===== src/rtl/riscv_pkg.sv =====
// Shared opcode/ALU constants and enums for the multi-cycle RV32 controller.
// Define RISCV_TRAP_ILLEGAL_EN to compile in the absorbing TRAP state.
package riscv_pkg;

  localparam int unsigned INSN_W    = 32;
  localparam int unsigned ALU_CTL_W = 4;

  localparam logic [6:0] OP_R      = 7'b0110011;
  localparam logic [6:0] OP_IMM    = 7'b0010011;
  localparam logic [6:0] OP_LOAD   = 7'b0000011;
  localparam logic [6:0] OP_STORE  = 7'b0100011;
  localparam logic [6:0] OP_BRANCH = 7'b1100011;

  localparam logic [ALU_CTL_W-1:0] ALU_AND = 4'b0000;
  localparam logic [ALU_CTL_W-1:0] ALU_OR  = 4'b0001;
  localparam logic [ALU_CTL_W-1:0] ALU_ADD = 4'b0010;
  localparam logic [ALU_CTL_W-1:0] ALU_SUB = 4'b0110;

`ifdef RISCV_TRAP_ILLEGAL_EN
  typedef enum logic [2:0] {
    ST_FETCH, ST_DECODE, ST_EXEC, ST_MEM, ST_WB, ST_TRAP
  } state_t;
`else
  typedef enum logic [2:0] {
    ST_FETCH, ST_DECODE, ST_EXEC, ST_MEM, ST_WB
  } state_t;
`endif

  typedef enum logic [2:0] {
    CLS_R, CLS_IMM, CLS_LOAD, CLS_STORE, CLS_BRANCH, CLS_ILLEGAL
  } insn_class_t;

endpackage


===== src/rtl/riscv_ctrl_decode.sv =====
// Combinational instruction classifier: opcode/funct fields to class, ALU
// control, operand-B select and illegal flag.
module riscv_ctrl_decode
  import riscv_pkg::*;
(
  input  logic [6:0]           opcode,
  input  logic [2:0]           funct3,
  input  logic [6:0]           funct7,
  output insn_class_t          cls_c,
  output logic [ALU_CTL_W-1:0] alu_ctl_c,
  output logic                 alu_src_c,
  output logic                 illegal_c
);

  always_comb begin
    cls_c     = CLS_ILLEGAL;
    alu_ctl_c = ALU_ADD;
    alu_src_c = 1'b0;
    case (opcode)
      OP_R: begin
        if (funct7 == 7'b0000000) begin
          case (funct3)
            3'b000: begin cls_c = CLS_R; alu_ctl_c = ALU_ADD; end
            3'b111: begin cls_c = CLS_R; alu_ctl_c = ALU_AND; end
            3'b110: begin cls_c = CLS_R; alu_ctl_c = ALU_OR;  end
            default: ;
          endcase
        end else if (funct7 == 7'b0100000 && funct3 == 3'b000) begin
          cls_c     = CLS_R;
          alu_ctl_c = ALU_SUB;
        end
      end
      // funct7 carries immediate bits for I-type, so it is not inspected
      OP_IMM: begin
        alu_src_c = 1'b1;
        case (funct3)
          3'b000: begin cls_c = CLS_IMM; alu_ctl_c = ALU_ADD; end
          3'b111: begin cls_c = CLS_IMM; alu_ctl_c = ALU_AND; end
          3'b110: begin cls_c = CLS_IMM; alu_ctl_c = ALU_OR;  end
          default: ;
        endcase
      end
      OP_LOAD: begin
        alu_src_c = 1'b1;
        if (funct3 == 3'b010) cls_c = CLS_LOAD;
      end
      OP_STORE: begin
        alu_src_c = 1'b1;
        if (funct3 == 3'b010) cls_c = CLS_STORE;
      end
      OP_BRANCH: begin
        alu_ctl_c = ALU_SUB;
        if (funct3 == 3'b000) cls_c = CLS_BRANCH;
      end
      default: ;
    endcase
    illegal_c = (cls_c == CLS_ILLEGAL);
  end

endmodule


===== src/rtl/riscv_mc_ctrl.sv =====
// Multi-cycle RV32-subset main controller: FETCH/DECODE/EXEC/MEM/WB sequencing
// over ready/valid memory handshakes. RISCV_TRAP_ILLEGAL_EN enables the TRAP state.
module riscv_mc_ctrl
  import riscv_pkg::*;
#(
  parameter int unsigned INSTRET_W = 32
)(
  input  logic                 clk,
  input  logic                 rst,
  output logic                 imem_req,
  input  logic                 imem_ready,
  input  logic [INSN_W-1:0]    imem_rdata,
  output logic                 dmem_req,
  output logic                 dmem_we,
  input  logic                 dmem_ready,
  input  logic                 zero,
  output logic                 alu_src,
  output logic [ALU_CTL_W-1:0] ALUCtl,
  output logic [INSN_W-1:0]    ir,
  output logic                 pc_write,
  output logic                 pc_src,
  output logic                 reg_write,
  output logic                 mem_to_reg,
  output logic                 illegal_insn,
  output logic [INSTRET_W-1:0] instret
);

  state_t               state, next_state;
  insn_class_t          dec_cls, cls_q;
  logic [ALU_CTL_W-1:0] dec_alu_ctl;
  logic                 dec_alu_src;
  logic                 dec_illegal;
  logic                 retire_c;

  riscv_ctrl_decode u_decode (
    .opcode    (ir[6:0]),
    .funct3    (ir[14:12]),
    .funct7    (ir[31:25]),
    .cls_c     (dec_cls),
    .alu_ctl_c (dec_alu_ctl),
    .alu_src_c (dec_alu_src),
    .illegal_c (dec_illegal)
  );

  always_ff @(posedge clk or posedge rst) begin
    if (rst) state <= ST_FETCH;
    else     state <= next_state;
  end

  // Next state and handshake/strobe outputs; everything is forced low in reset.
  always_comb begin
    next_state = state;
    imem_req   = 1'b0;
    dmem_req   = 1'b0;
    dmem_we    = 1'b0;
    pc_write   = 1'b0;
    pc_src     = 1'b0;
    reg_write  = 1'b0;
    mem_to_reg = 1'b0;
    retire_c   = 1'b0;
    if (!rst) begin
      case (state)
        ST_FETCH: begin
          imem_req = 1'b1;
          if (imem_ready) begin
            pc_write   = 1'b1;
            next_state = ST_DECODE;
          end
        end
        ST_DECODE: begin
          if (dec_illegal) begin
`ifdef RISCV_TRAP_ILLEGAL_EN
            next_state = ST_TRAP;
`else
            retire_c   = 1'b1;
            next_state = ST_FETCH;
`endif
          end else begin
            next_state = ST_EXEC;
          end
        end
        ST_EXEC: begin
          case (cls_q)
            CLS_BRANCH: begin
              pc_write   = zero;
              pc_src     = 1'b1;
              retire_c   = 1'b1;
              next_state = ST_FETCH;
            end
            CLS_LOAD, CLS_STORE: next_state = ST_MEM;
            default:             next_state = ST_WB;
          endcase
        end
        ST_MEM: begin
          dmem_req = 1'b1;
          dmem_we  = (cls_q == CLS_STORE);
          if (dmem_ready) begin
            if (cls_q == CLS_STORE) begin
              retire_c   = 1'b1;
              next_state = ST_FETCH;
            end else begin
              next_state = ST_WB;
            end
          end
        end
        ST_WB: begin
          reg_write  = 1'b1;
          mem_to_reg = (cls_q == CLS_LOAD);
          retire_c   = 1'b1;
          next_state = ST_FETCH;
        end
`ifdef RISCV_TRAP_ILLEGAL_EN
        ST_TRAP: next_state = ST_TRAP;
`endif
        default: next_state = ST_FETCH;
      endcase
    end
  end

  // Instruction register, retire counter and decoded-control capture.
  always_ff @(posedge clk or posedge rst) begin
    if (rst) begin
      ir      <= '0;
      instret <= '0;
      cls_q   <= CLS_ILLEGAL;
      ALUCtl  <= ALU_ADD;
      alu_src <= 1'b0;
    end else begin
      if (state == ST_FETCH && imem_ready) ir <= imem_rdata;
      if (retire_c) instret <= instret + INSTRET_W'(1);
      if (state == ST_DECODE) cls_q <= dec_cls;
      if (state == ST_DECODE && next_state == ST_EXEC) begin
        ALUCtl  <= dec_alu_ctl;
        alu_src <= dec_alu_src;
      end else if (!(next_state inside {ST_EXEC, ST_MEM, ST_WB})) begin
        ALUCtl  <= ALU_ADD;
        alu_src <= 1'b0;
      end
    end
  end

`ifdef RISCV_TRAP_ILLEGAL_EN
  // Sticky until reset once an illegal instruction reaches DECODE.
  always_ff @(posedge clk or posedge rst) begin
    if (rst) illegal_insn <= 1'b0;
    else     illegal_insn <= illegal_insn | (state == ST_DECODE && dec_illegal);
  end
`else
  assign illegal_insn = (state == ST_DECODE) && dec_illegal;
`endif

endmodule


===== config.mk =====
export PLATFORM = sky130hd
export DESIGN_NAME = riscv_mc_ctrl
export DESIGN_NICKNAME = d
export VERILOG_FILES = /design/src/rtl/riscv_pkg.sv /design/src/rtl/riscv_ctrl_decode.sv /design/src/rtl/riscv_mc_ctrl.sv
export SDC_FILE = /design/constraint.sdc
export NUM_CORES = 1
export LEC_CHECK = 0
export CAP_MARGIN = 30
export CORE_AREA = 2 2 91 93
export DETAILED_ROUTE_END_ITERATION = 7
export DIE_AREA = 0 0 93 95
export GPL_ROUTABILITY_DRIVEN = 0
export PLACE_DENSITY = 0.79
export REMOVE_ABC_BUFFERS = 1
export SYNTH_ARGS = -nofsm -noshare
export SYNTH_HDL_FRONTEND = slang
export SYNTH_SLANG_ARGS = --single-unit
export TNS_END_PERCENT = 5

===== constraint.sdc =====
create_clock -name clk -period 3.6 [get_ports clk]
set_clock_uncertainty 0.1 [all_clocks]
set_input_delay 0.9 -clock clk [delete_from_list [all_inputs] [get_ports clk]]
set_output_delay 0.9 -clock clk [all_outputs]
set_load 0.05 [all_outputs]

==> summary.txt, run 1 <==
Detail Route Antenna Nets: 0
Post-synth ARST share: 1.00
Tightest Pin Transition: 0.698 ns
Buffers on Ports: 112
Met2 usage: 0.353
Total of max-cap violations: 0
Critical Path RT: 2.60 ns
CP Cell Sequence: clkdlybuf4s50_1 > buf_4 > nor2_1 > and3_1 > nor2b_1 > buf_12
Post-synth design cell area: 3590 sq um
Htree depth: 3
IO Count: 114
Routed WL: 8650 um
Critical path buffers and inverters: 3
Synthesis-stage register bit count: 74
Clk pin slew, worst setup/hold paths: 0.08 ns
Site row count: 33
Hold_ws: 0.376 ns
Peak VDD IR: 0.000631 V
First DRT Iteration DRCs: 164
Largest net degree at the start of global routing: 37
Cells after Synth: 323
Crit-path max FO: 11
Global Route Usage Sum: 0.203
Post-CTS Setup Bufs: 0
Power Density: 563 nW/um^2
Register area share after synthesis: 0.517
Clock buffer depth: 2
Die Area: 8840 sq um
Slew Viols, Final: 0
Vias: 2882
Final setup viols: 0
First-pass GRT wire length: 14200 um
Final setup TNS: 0 ns
Cell variety after synth: 53
Gr busiest metal: met2
Mean Syn Cell Area: 11.1 sq um
R2R Setup Slk: 0.70 ns
Max incr delay on CP: 0.44 ns
Relative slew slack: 0.534
Tmin final: 3.32 ns
Vias/cell: 5.26
Core area: 7930 sq um
DRT Pass-1 Iters: 5
ANT cells: 0
Crit-path leading delay family: buffers and inverters
Worst Setup Start Kind: primary input
GRT overflow: 0
Count of cells resized by post-cts repair: 0
Met1 Use GR: 0.248
Clk sink count: 74
Yosys warns: 0
Root buf cell: clkbuf_8
P&R area growth vs syn: 42.6%
Met3 Usage GRT: 0.0559
Final Util: 0.646
Ys flop type: dfrtp_1
Crit end category: primary output
CTS tree: built
# DRC: 0
Hold Crit Class: reg -> reg
Final nets: 477
Die height: 95 um
Number of global-route vias before repair: 2960
Critical path class: in -> out
Outcome: complete, no violations
Max Clk Rate: 0.301 GHz
Share of layout cells above drive strength 1: 0.151
Final hold vios: 0
Tcrit/Tclk final: 0.922
DP HPWL: 6360 um
Worst skew pair latency: 0.34 ns
Initial antenna violation count: 0
Cts bufs inserted: 9
Hold-fix buffers, CTS: 0
Initial Util: 0.453
WL per Instance: 15.8 um
Slowest cell on crit path: clkdlybuf4s50_1
Leakage: 2.07 nW
Die W: 93 um
RSZ-0062 raised after global routing: false
WP data arrival: 2.32 ns
Number of flops mapped to enable cells by yosys: 0
-- stage by stage --
stage	worst slack (ns)	instances	instance area, sq um	power, mW
after global routing	0.193	548	5120	3.02
after CTS	0.00186	548	5120	2.91
after global placement	0.340	533	4930	2.24
after detailed placement	0.253	533	4930	2.26
after floorplan	-1.77	306	3510	1.83
final	0.280	548	5120	2.88
-- routing by layer --
layer | vias to the layer above | part of all wire
met4 | 0 | 0.013
li1 | 1367 | -
met3 | 11 | 0.054
met2 | 75 | 0.51
met1 | 1429 | 0.43
met5 | - | 0
-- final timing paths --
kind                                         start                 endpoint  cells past startpoint
max in group asynchronous                      rst     cls_q[0]$_DFFE_PP1N_                      4
min in group asynchronous                      rst       ir[15]$_DFFE_PP0P_                      3
hold / removal             instret[31]$_DFFE_PP0P_  instret[31]$_DFFE_PP0P_                      1
setup reg to reg                ir[31]$_DFFE_PP0P_   instret[1]$_DFFE_PP0P_                      7
hold reg to reg            instret[31]$_DFFE_PP0P_  instret[31]$_DFFE_PP0P_                      1
setup / recovery                               rst                  dmem_we                      6
-- logic make-up (layout without fill, tap and decap cells) --
group / after synthesis / after routing / synth area share
compound gates: 29 / 29 / 0.0593
other cells: 1 / 1 / 0.00104
xor+xnor: 31 / 31 / 0.0756
fa+ha+maj: 1 / 1 / 0.00348
simple gates: 134 / 134 / 0.216
flops: 74 / 74 / 0.517
mux: 32 / 32 / 0.100
buf+inv: 21 / 141 / 0.0272
-- area by class of cell --
cell class / count / area, sq um
Fill cell: 665 / 2810
Clock buffer: 10 / 138
Inverter: 4 / 15.0
Clock inverter: 5 / 53.8
Timing Repair Buffer: 122 / 1280
Tap cell: 105 / 131
Sequential cell: 74 / 1860
Multi-Input combinational cell: 228 / 1650
-- cell usage in the layout (no fill, tap or decap), types with 5 or more instances in the layout --
cell             instances
clkdlybuf4s50_1        104
xor2_1                  28
dfrtp_1                 71
mux2_2                  17
mux2_1                  15
buf_4                    9
nand3_1                 17
nand2b_1                 6
nand4_1                  6
o21ai_0                  8
and3_1                   5
nand2_1                 29
clkbuf_8                10
and2_1                   5
nor2_1                  13
nor2b_1                  6
buf_12                   8
nor4_2                   9
nor3_1                  19
-- worst reg2reg max path: stages, from the launching register on --
cell      delay [ns]
dfrtp_1         0.40
nor4_1          0.44
o211ai_1        0.25
a221oi_2        0.35
buf_4           0.17
o41a_1          0.44
buf_4           0.29
mux2_1          0.33
-- cell usage after synthesis (3+ instances only) --
master | instances | area (sq um)
and2_1 | 5 | 31.3
mux2_2 | 17 | 191
mux2_1 | 15 | 169
xnor2_1 | 3 | 26.3
o21ai_0 | 8 | 40.0
clkbuf_1 | 11 | 41.3
dfrtp_1 | 71 | 1780
nor4_2 | 9 | 113
nand3_1 | 17 | 85.1
inv_1 | 4 | 15.0
dfstp_2 | 3 | 78.8
nor2_1 | 13 | 48.8
xor2_1 | 28 | 245
nand2_1 | 29 | 109
nor4_1 | 3 | 18.8
nor3_1 | 19 | 95.1
nor2b_1 | 6 | 37.5
nand4_1 | 6 | 37.5
and3_1 | 5 | 31.3
nor4b_1 | 3 | 26.3
buf_2 | 3 | 15.0
nand2b_1 | 6 | 37.5
-- flip-flops by register name (all words and copies together), names as in the netlist --
register  flops
alu_src       1
cls_q         3
ALUCtl        3
instret      32
ir           32
state         3
-- power by group --
part           total (mW)  internal, mW  switching, mW
sequential           1.12         0.970          0.154
combinational        1.12         0.404          0.717
clock               0.639         0.335          0.304
Note: power is estimated with default switching activity, not from simulation.
==> inputs of run 2 (changes only) <==
--- a/config.mk
+++ b/config.mk
@@ -7,6 +7,7 @@
 export LEC_CHECK = 0
 export CAP_MARGIN = 30
 export CORE_AREA = 2 2 91 93
+export CTS_CLUSTER_DIAMETER = 150
 export DETAILED_ROUTE_END_ITERATION = 7
 export DIE_AREA = 0 0 93 95
 export GPL_ROUTABILITY_DRIVEN = 0
==> results of run 2 <==
No change in the layout: final DEF, timing and power equal those of run 1.
==> inputs of run 3 (changes only) <==
--- a/config.mk
+++ b/config.mk
@@ -6,12 +6,14 @@
 export NUM_CORES = 1
 export LEC_CHECK = 0
 export CAP_MARGIN = 30
-export CORE_AREA = 2 2 91 93
+export CORE_AREA = 2 2 79 81
 export CTS_CLUSTER_DIAMETER = 150
 export DETAILED_ROUTE_END_ITERATION = 7
-export DIE_AREA = 0 0 93 95
+export DIE_AREA = 0 0 81 83
+export DONT_BUFFER_PORTS = 1
 export GPL_ROUTABILITY_DRIVEN = 0
-export PLACE_DENSITY = 0.79
+export MAX_ROUTING_LAYER = met4
+export PLACE_DENSITY = 0.77
 export REMOVE_ABC_BUFFERS = 1
 export SYNTH_ARGS = -nofsm -noshare
 export SYNTH_HDL_FRONTEND = slang
==> summary.txt, run 3 (synthesis results as in run 1) <==
First-pass GRT wire length: 12400 um
Hold-fix buffers, CTS: 0
Crit end category: primary output
Peak VDD IR: 0.000484 V
Crit-path max FO: 4
Worst r2r dst: instret[1]$_DFFE_PP0P_
Setup ws final: 0.183 ns
Initial antenna violation count: 0
Slew Viols, Final: 0
IO Count: 114
Most common cell after layout, fill and taps aside: dfrtp_1
Initial Util: 0.617
Routed WL: 7510 um
Final Util: 0.690
Final setup viols: 0
Vias: 2452
Clk pin slew, worst setup/hold paths: 0.09 ns
Place WS: 0.604 ns
Worst R2R Path Depth: 6
First DRT Iteration DRCs: 201
Die Area: 6720 sq um
Clk sink count: 74
CTS tree: built
Worst skew pair latency: 0.34 ns
Root buf cell: clkbuf_8
Site row count: 28
Final hold vios: 0
Outcome: complete, no violations
Die height: 83 um
Vias/cell: 5.97
Tcrit/Tclk final: 0.949
Post-CTS Setup Bufs: 0
DP HPWL: 5220 um
ANT cells: 0
Count of cells resized by post-cts repair: 0
Critical Path RT: 2.60 ns
GRT overflow: 0
Max incr delay on CP: 0.58 ns
Cts bufs inserted: 9
Final nets: 369
DRT Pass-1 Iters: 4
Detail Route Antenna Nets: 0
Buffers on Ports: 0
R2R Setup Slk: 0.67 ns
P&R area growth vs syn: 11.7%
Reg2reg start: ir[26]$_DFFE_PP0P_
WP data arrival: 2.42 ns
Critical path class: reg -> out
Tmin final: 3.42 ns
Most frequent cells in the layout: dfrtp_1 (71), nand2_1 (29), xor2_1 (28), nor3_1 (19)
Power Density: 700 nW/um^2
Relative slew slack: 0.480
WL per Instance: 18.3 um
Htree depth: 3
Hold_ws: 0.288 ns
Worst Setup Start Kind: flip-flop
Total of max-cap violations: 0
Leakage: 1.64 nW
Hold Crit Class: in -> async
Die W: 81 um
Core area: 5820 sq um
Crit-path leading delay family: compound AO/OA/AOI/OAI gates
Slowest cell on crit path: dfrtp_1
Critical path buffers and inverters: 1
Max Clk Rate: 0.293 GHz
RSZ-0062 raised after global routing: false
Largest net degree at the start of global routing: 34
Clock buffer depth: 2
Largest regs: instret: 32 flops, ir: 32 flops
Number of global-route vias before repair: 2514
# DRC: 0
CP Cell Sequence: nor4_1 > o211ai_1 > a221oi_2 > nor2_1 > buf_4
Global Route Usage Sum: 0.242
Tightest Pin Transition: 0.780 ns
Share of layout cells above drive strength 1: 0.205
run 3: cell types whose count changed in the layout (fill, tap and decap cells not counted), sizes merged:
cell           before  now
clkdlybuf4s50     104    0
buf                17   14
bufinv              1    4
clkinv              3    1
clkbuf             10    9
dlymetal6s2s        1    0
inv                 5    6
run 3: final cells by class:
class,count,area [sq um]
Sequential cell,74,1860
Clock inverter,7,149
Fill cell,468,1800
Tap cell,75,93.8
Clock buffer,9,124
Inverter,4,15.0
Timing Repair Buffer,14,105
Multi-Input combinational cell,228,1670
run 3: metal layers:
| layer | global-route usage | routed length [um] | up-vias |
|---|---|---|---|
| met3 | 0.0772 | 552 | 13 |
| met4 | 0.0740 | 108 | 0 |
| met5 | - | 0 | - |
| met1 | 0.317 | 3280 | 1189 |
| li1 | - | - | 1162 |
| met2 | 0.360 | 3560 | 88 |
run 3: worst max path at each step:
| stage | start | to | slack, ns | cells after the start |
|---|---|---|---|---|
| floorplan | imem_ready | pc_write | -1.77 | 3 |
| finish | ir[26]$_DFFE_PP0P_ | illegal_insn | 0.18 | 5 |
| global route | ir[26]$_DFFE_PP0P_ | illegal_insn | 0.1 | 5 |
| global placement | ir[26]$_DFFE_PP0P_ | illegal_insn | 0.61 | 5 |
| CTS | ir[26]$_DFFE_PP0P_ | illegal_insn | 0.22 | 5 |
| detailed placement | ir[26]$_DFFE_PP0P_ | illegal_insn | 0.60 | 5 |
run 3: worst register-to-register path: stages, from the launching register on:
cell	delay, ns
dfrtp_1	0.58
nor4_1	0.50
o211ai_1	0.25
a221oi_2	0.43
o41a_1	0.20
buf_4	0.37
mux2_1	0.37
run 3: metrics by stage:
step	instances	total power, mW	TNS, ns	cell area, sq um
after CTS	411	2.82	0	4010
final	411	2.81	0	4010
after global routing	411	2.93	0	4010
after floorplan	306	1.83	-17.20	3510
after detailed placement	395	1.96	0	3740
after global placement	395	1.94	0	3740
run 3: power by group:
part	internal, mW	leakage (nW)	switching (mW)	total (mW)
combinational	0.160	0.631	0.211	0.371
sequential	0.959	0.877	0.617	1.58
clock	0.539	0.136	0.321	0.860
total	1.66	1.64	1.15	2.81
